[src/rtl/axis_llr_packer.sv]
// axis_llr_packer: packs a stream of signed 8-bit LLR samples into
// DATA_WIDTH-bit AXI-Stream beats, little-endian by lane. A beat closes early
// at a codeword boundary, and its unused lanes are zeroed and masked by tkeep.
module axis_llr_packer #(
  parameter int  DATA_WIDTH = 64,
  localparam int BYTES      = DATA_WIDTH / 8
) (
  input  logic                  aclk,
  input  logic                  aresetn,
  input  logic                  s_tvalid,
  output logic                  s_tready,
  input  logic [7:0]            s_tdata,
  input  logic                  s_tlast,
  output logic                  m_tvalid,
  input  logic                  m_tready,
  output logic [DATA_WIDTH-1:0] m_tdata,
  output logic [BYTES-1:0]      m_tkeep,
  output logic                  m_tlast,
  output logic [15:0]           frame_count
);

  localparam int FW = $clog2(BYTES);

  logic [FW-1:0]         fill_q,        fill_d;
  logic [DATA_WIDTH-1:0] acc_q,         acc_d;
  logic [DATA_WIDTH-1:0] m_tdata_q,     m_tdata_d;
  logic [BYTES-1:0]      m_tkeep_q,     m_tkeep_d;
  logic                  m_tlast_q,     m_tlast_d;
  logic                  m_tvalid_q,    m_tvalid_d;
  logic [15:0]           frame_count_q, frame_count_d;

  logic                  in_xfer;
  logic                  out_xfer;
  logic                  completing;
  logic [DATA_WIDTH-1:0] merged;
  logic [DATA_WIDTH-1:0] lane_mask;
  logic [BYTES-1:0]      keep_new;

  // Input may advance whenever the output register is empty or draining;
  // held low throughout reset.
  assign s_tready = aresetn & (~m_tvalid_q | m_tready);

  // Datapath: merge the incoming sample into its lane and build the beat.
  always_comb begin
    // NOTE: every signal written here gets a default first, so no path leaves
    // a value unassigned and no latch can be inferred.
    in_xfer    = s_tvalid & s_tready;
    out_xfer   = m_tvalid_q & m_tready;
    completing = (fill_q == FW'(BYTES - 1)) | s_tlast;
    merged     = acc_q;
    keep_new   = '0;
    lane_mask  = '0;
    for (int i = 0; i < BYTES; i++) begin
      if (FW'(i) == fill_q) merged[8*i +: 8] = s_tdata;
      keep_new[i]         = (FW'(i) <= fill_q);
      lane_mask[8*i +: 8] = {8{keep_new[i]}};
    end
  end

  // Next-state: fill/accumulator advance, output beat load and drain.
  always_comb begin
    fill_d        = fill_q;
    acc_d         = acc_q;
    m_tdata_d     = m_tdata_q;
    m_tkeep_d     = m_tkeep_q;
    m_tlast_d     = m_tlast_q;
    m_tvalid_d    = m_tvalid_q;
    frame_count_d = frame_count_q;

    if (out_xfer) begin
      m_tvalid_d = 1'b0;
      if (m_tlast_q) frame_count_d = frame_count_q + 16'd1;
    end

    if (in_xfer) begin
      if (completing) begin
        // Lanes above fill are already zero in acc_q; masking keeps that
        // guarantee local to this load.
        m_tdata_d  = merged & lane_mask;
        m_tkeep_d  = keep_new;
        m_tlast_d  = s_tlast;
        m_tvalid_d = 1'b1;
        fill_d     = '0;
        acc_d      = '0;
      end else begin
        fill_d = fill_q + FW'(1);
        acc_d  = merged;
      end
    end
  end

  // State registers with synchronous active-low reset.
  always_ff @(posedge aclk) begin
    // NOTE: non-blocking assignments so every flop samples the pre-edge
    // values, independent of statement order.
    if (!aresetn) begin
      fill_q        <= '0;
      acc_q         <= '0;
      m_tdata_q     <= '0;
      m_tkeep_q     <= '0;
      m_tlast_q     <= 1'b0;
      m_tvalid_q    <= 1'b0;
      frame_count_q <= '0;
    end else begin
      fill_q        <= fill_d;
      acc_q         <= acc_d;
      m_tdata_q     <= m_tdata_d;
      m_tkeep_q     <= m_tkeep_d;
      m_tlast_q     <= m_tlast_d;
      m_tvalid_q    <= m_tvalid_d;
      frame_count_q <= frame_count_d;
    end
  end

  assign m_tvalid    = m_tvalid_q;
  assign m_tdata     = m_tdata_q;
  assign m_tkeep     = m_tkeep_q;
  assign m_tlast     = m_tlast_q;
  assign frame_count = frame_count_q;

endmodule

[config.mk]
export PLATFORM = sky130hd
export DESIGN_NAME = axis_llr_packer
export DESIGN_NICKNAME = d
export VERILOG_FILES = /design/src/rtl/axis_llr_packer.sv
export SDC_FILE = /design/constraint.sdc
export NUM_CORES = 1
export LEC_CHECK = 0
export CAP_MARGIN = 20
export CORE_MARGIN = 5
export CORE_UTILIZATION = 52
export CTS_CLUSTER_DIAMETER = 80
export CTS_CLUSTER_SIZE = 14
export DETAILED_ROUTE_END_ITERATION = 10
export PLACE_DENSITY = 0.79
export SLEW_MARGIN = 20
export SYNTH_ARGS = -nofsm -noshare
export SYNTH_HDL_FRONTEND = slang
export SYNTH_SLANG_ARGS = --single-unit
[constraint.sdc]
create_clock -name aclk -period 2.45 [get_ports aclk]
set_clock_uncertainty 0.1 [all_clocks]
set_input_delay 0.49 -clock aclk [delete_from_list [all_inputs] [get_ports aclk]]
set_output_delay 0.49 -clock aclk [all_outputs]
set_load 0.01 [all_outputs]
==> flow_summary.json <==
{
  "run_status": "completed",
  "die_h_um": 117.7,
  "grt-ovfl-total": 0,
  "crit_type": "reg -> reg",
  "ios": 104,
  "slew_violations": 0,
  "crit_end": "m_tdata[12]",
  "start_kind": "flop",
  "nNetsFinal": 707,
  "ff2ff_path_depth": 6,
  "ys_seq_area_share_pct": 49.78,
  "gp_congestion": 0.9063,
  "max_cap_violations": 0,
  "wire_per_inst_um": 18.46,
  "cp.arrival_ns": 2.37,
  "r2r_slack_ns": 0.34,
  "ys_top_cells_by_count": "dfxtp_1, a22o_1, nand2_1, mux2i_1, nor2b_1",
  "drc_errors": 0,
  "syn_avg_cell_area_um2": 10.35,
  "end_kind": "flop",
  "initial_core_util_pct": 52.83,
  "yosysWarnings": 0,
  "yosys.area.top_type": "dfxtp_1",
  "ys.flop_type": "dfxtp_1",
  "synth-seq-cells": 150,
  "diodes": 0,
  "setup_viol": 0,
  "clk_pin_slew_worst_paths_ns": 0.06,
  "final_design_area_no_fill_um2": 7894,
  "crit_fanout": 65,
  "num_rows": 39,
  "ys_async_sr_fraction_pct": 0,
  "fp.dieArea_um2": 13850,
  "cts_hold_buf": 0,
  "peakVddDrop_mv": 0.3811,
  "viasPerCell": 5.810,
  "grt_usage_pct": 22.13,
  "syn-cell-area_um2": 6032,
  "antenna_left": 0,
  "worstReg2RegEnd": "m_tdata[12]",
  "power.leakage_nw": 3.110,
  "grt_max_degree": 66,
  "tns_ns": 0,
  "finalCritPeriodShare_pct": 86.21,
  "r2r_start": "fill_q[0]",
  "insertion_delay_ns": 0.42,
  "worstPathRequired_ns": 2.71,
  "cts_tree": "done",
  "hpwl_um": 10420,
  "postSynthCellCount": 583,
  "antenna_found_initial": 0,
  "die_x_um": 117.7,
  "hold_class": "in -> reg",
  "vias": 4904,
  "netlist-cell-type-count": 43,
  "fin_crit_ns": 2.112,
  "routed_wl_um": 15580,
  "clk_path_buf_depth": 2,
  "hold_violations": 0,
  "root_buffer": "clkbuf_16",
  "area_growth_pct": 30.86,
  "max_slew_margin_pct": 50.72,
  "rsz0062_at_grt": "no",
  "drive_above_1_share_pct": 12.41,
  "nFillCells": 879,
  "grt_pass1_vias": 4973,
  "grt_pass1_wl_um": 25230,
  "port_buffers": 103,
  "syn_nets": 602,
  "clock-sinks": 150,
  "cts.htree.levels": 4,
  "synth_edf_count": 0,
  "synth_top_cells_by_area": "dfxtp_1, a22o_1, mux2i_1, o2bb2ai_1, nor2b_1",
  "synth_most_common_cell": "dfxtp_1",
  "worst-slew-pin-transition_ns": 0.7369,
  "critPathLaunch": "fill_q[0]",
  "cellPowerDensity_nw_per_um2": 680.1,
  "drtIter0Drc": 359,
  "synth_top_area_share_pct": 49.78,
  "cts_buffers": 17,
  "dpl-instance-area_um2": 7282,
  "fmax_mhz": 473.4,
  "core-area_um2": 11420,
  "drt_first_pass_iters": 5
}
cell families (layout without fill, tap and decap cells):
| family | Yosys count | count (layout) | synth area share (%) |
|---|---|---|---|
| flops | 150 | 150 | 49.78 |
| mux | 63 | 63 | 10.81 |
| buf+inv | 55 | 173 | 4.024 |
| simple gates | 153 | 153 | 13.38 |
| xor+xnor | 8 | 8 | 1.162 |
| fa+ha+maj | 6 | 6 | 1.245 |
| compound gates | 148 | 148 | 19.60 |
flip-flops by register name (all words and copies together), names as in the netlist:
| signal | flops |
|---|---|
| fill_q | 3 |
| m_tvalid | 1 |
| frame_count | 16 |
| m_tdata | 64 |
| m_tkeep | 8 |
| acc_q | 57 |
| m_tlast | 1 |
worst min path at each step:
stage	from	end	slack, ns	cells past startpoint
finish	aresetn	m_tdata[56]	0.28	2
global route	aresetn	m_tvalid	0.30	2
detailed placement	acc_q[51]	acc_q[51]	0.34	2
floorplan	acc_q[32]	acc_q[32]	0.32	2
CTS	aresetn	m_tdata[56]	0.28	2
global placement	acc_q[38]	acc_q[38]	0.33	2
timing repair:
item	CTS	global route
resized for setup	0	1
endpoints found under the setup margin	0	1
buffers inserted	0	0
critical path, cell delays in order, from the launching register on:
cell and delay, ns:
dfxtp_1 0.31, ha_1 0.22, ha_1 0.23, nor2_1 0.14
or3_1 0.15, and2_4 0.61, a22o_1 0.25
cell usage in the layout, fill, tap and decap left out, types with 2 or more instances in the layout:
| cell type | count |
|---|---|
| clkbuf_8 | 3 |
| a21o_1 | 2 |
| o2bb2ai_1 | 28 |
| buf_4 | 30 |
| nand2_1 | 55 |
| mux2_2 | 17 |
| nand3_1 | 11 |
| inv_6 | 3 |
| a32oi_1 | 4 |
| and2_1 | 13 |
| nor2b_1 | 39 |
| nand3b_1 | 2 |
| inv_1 | 7 |
| nor4_1 | 4 |
| o21ai_0 | 23 |
| nor2_1 | 4 |
| a21oi_1 | 4 |
| o21a_1 | 2 |
| clkbuf_16 | 17 |
| and3_1 | 4 |
| nand2b_1 | 5 |
| a22o_1 | 71 |
| dfxtp_1 | 150 |
| nor3_1 | 4 |
| ha_1 | 6 |
| or3_1 | 4 |
| clkdlybuf4s50_1 | 101 |
| nand4_1 | 3 |
| mux2i_1 | 46 |
| bufinv_16 | 2 |
| clkinvlp_4 | 4 |
| xnor2_1 | 3 |
| a21boi_0 | 7 |
| clkinv_4 | 3 |
| xor2_1 | 5 |
routing by layer:
metal | wire (um) | track usage (%) | vias up
met5 | 0 | 0 | -
met4 | 388 | 9.534 | 0
met3 | 825 | 5.430 | 33
met2 | 7507 | 36.21 | 165
met1 | 6858 | 27.74 | 2393
li1 | - | - | 2313
per-stage QoR:
stage          setup slack, ns  util, %  power [mW]  hold WS [ns]  cells
2_1_floorplan           0.3946        -       2.673        0.3196    583
3_5_place_dp          0.005227    63.77       2.786        0.3413    812
6_report                0.3378    69.13       5.368        0.2845    844
5_1_grt                 0.2145    69.13       5.544        0.2961    844
4_1_cts                0.05800    69.11       5.390        0.2798    844
3_3_place_gp           0.07175    63.77       2.780        0.3272    812
area by class of cell:
| cell class | count | area [um^2] | area share (%) |
|---|---|---|---|
| sequential | 150 | 3003 | 38.04 |
| inverter | 7 | 26.28 | 0.3329 |
| timing repair buffer | 134 | 1274 | 16.14 |
| clock buffer | 20 | 466.7 | 5.912 |
| tap | 143 | 178.9 | 2.267 |
| clock inverter | 12 | 142.6 | 1.807 |
| multi-input combinational | 378 | 2803 | 35.50 |
power breakdown:
group / total, mW / internal, mW / switching, mW
registers: 2.47 / 2.46 / 0.0116
logic: 0.271 / 0.106 / 0.165
clock network: 2.63 / 1.59 / 1.04
total: 5.37 / 4.16 / 1.21
Note: power is estimated with default switching activity, not from simulation.
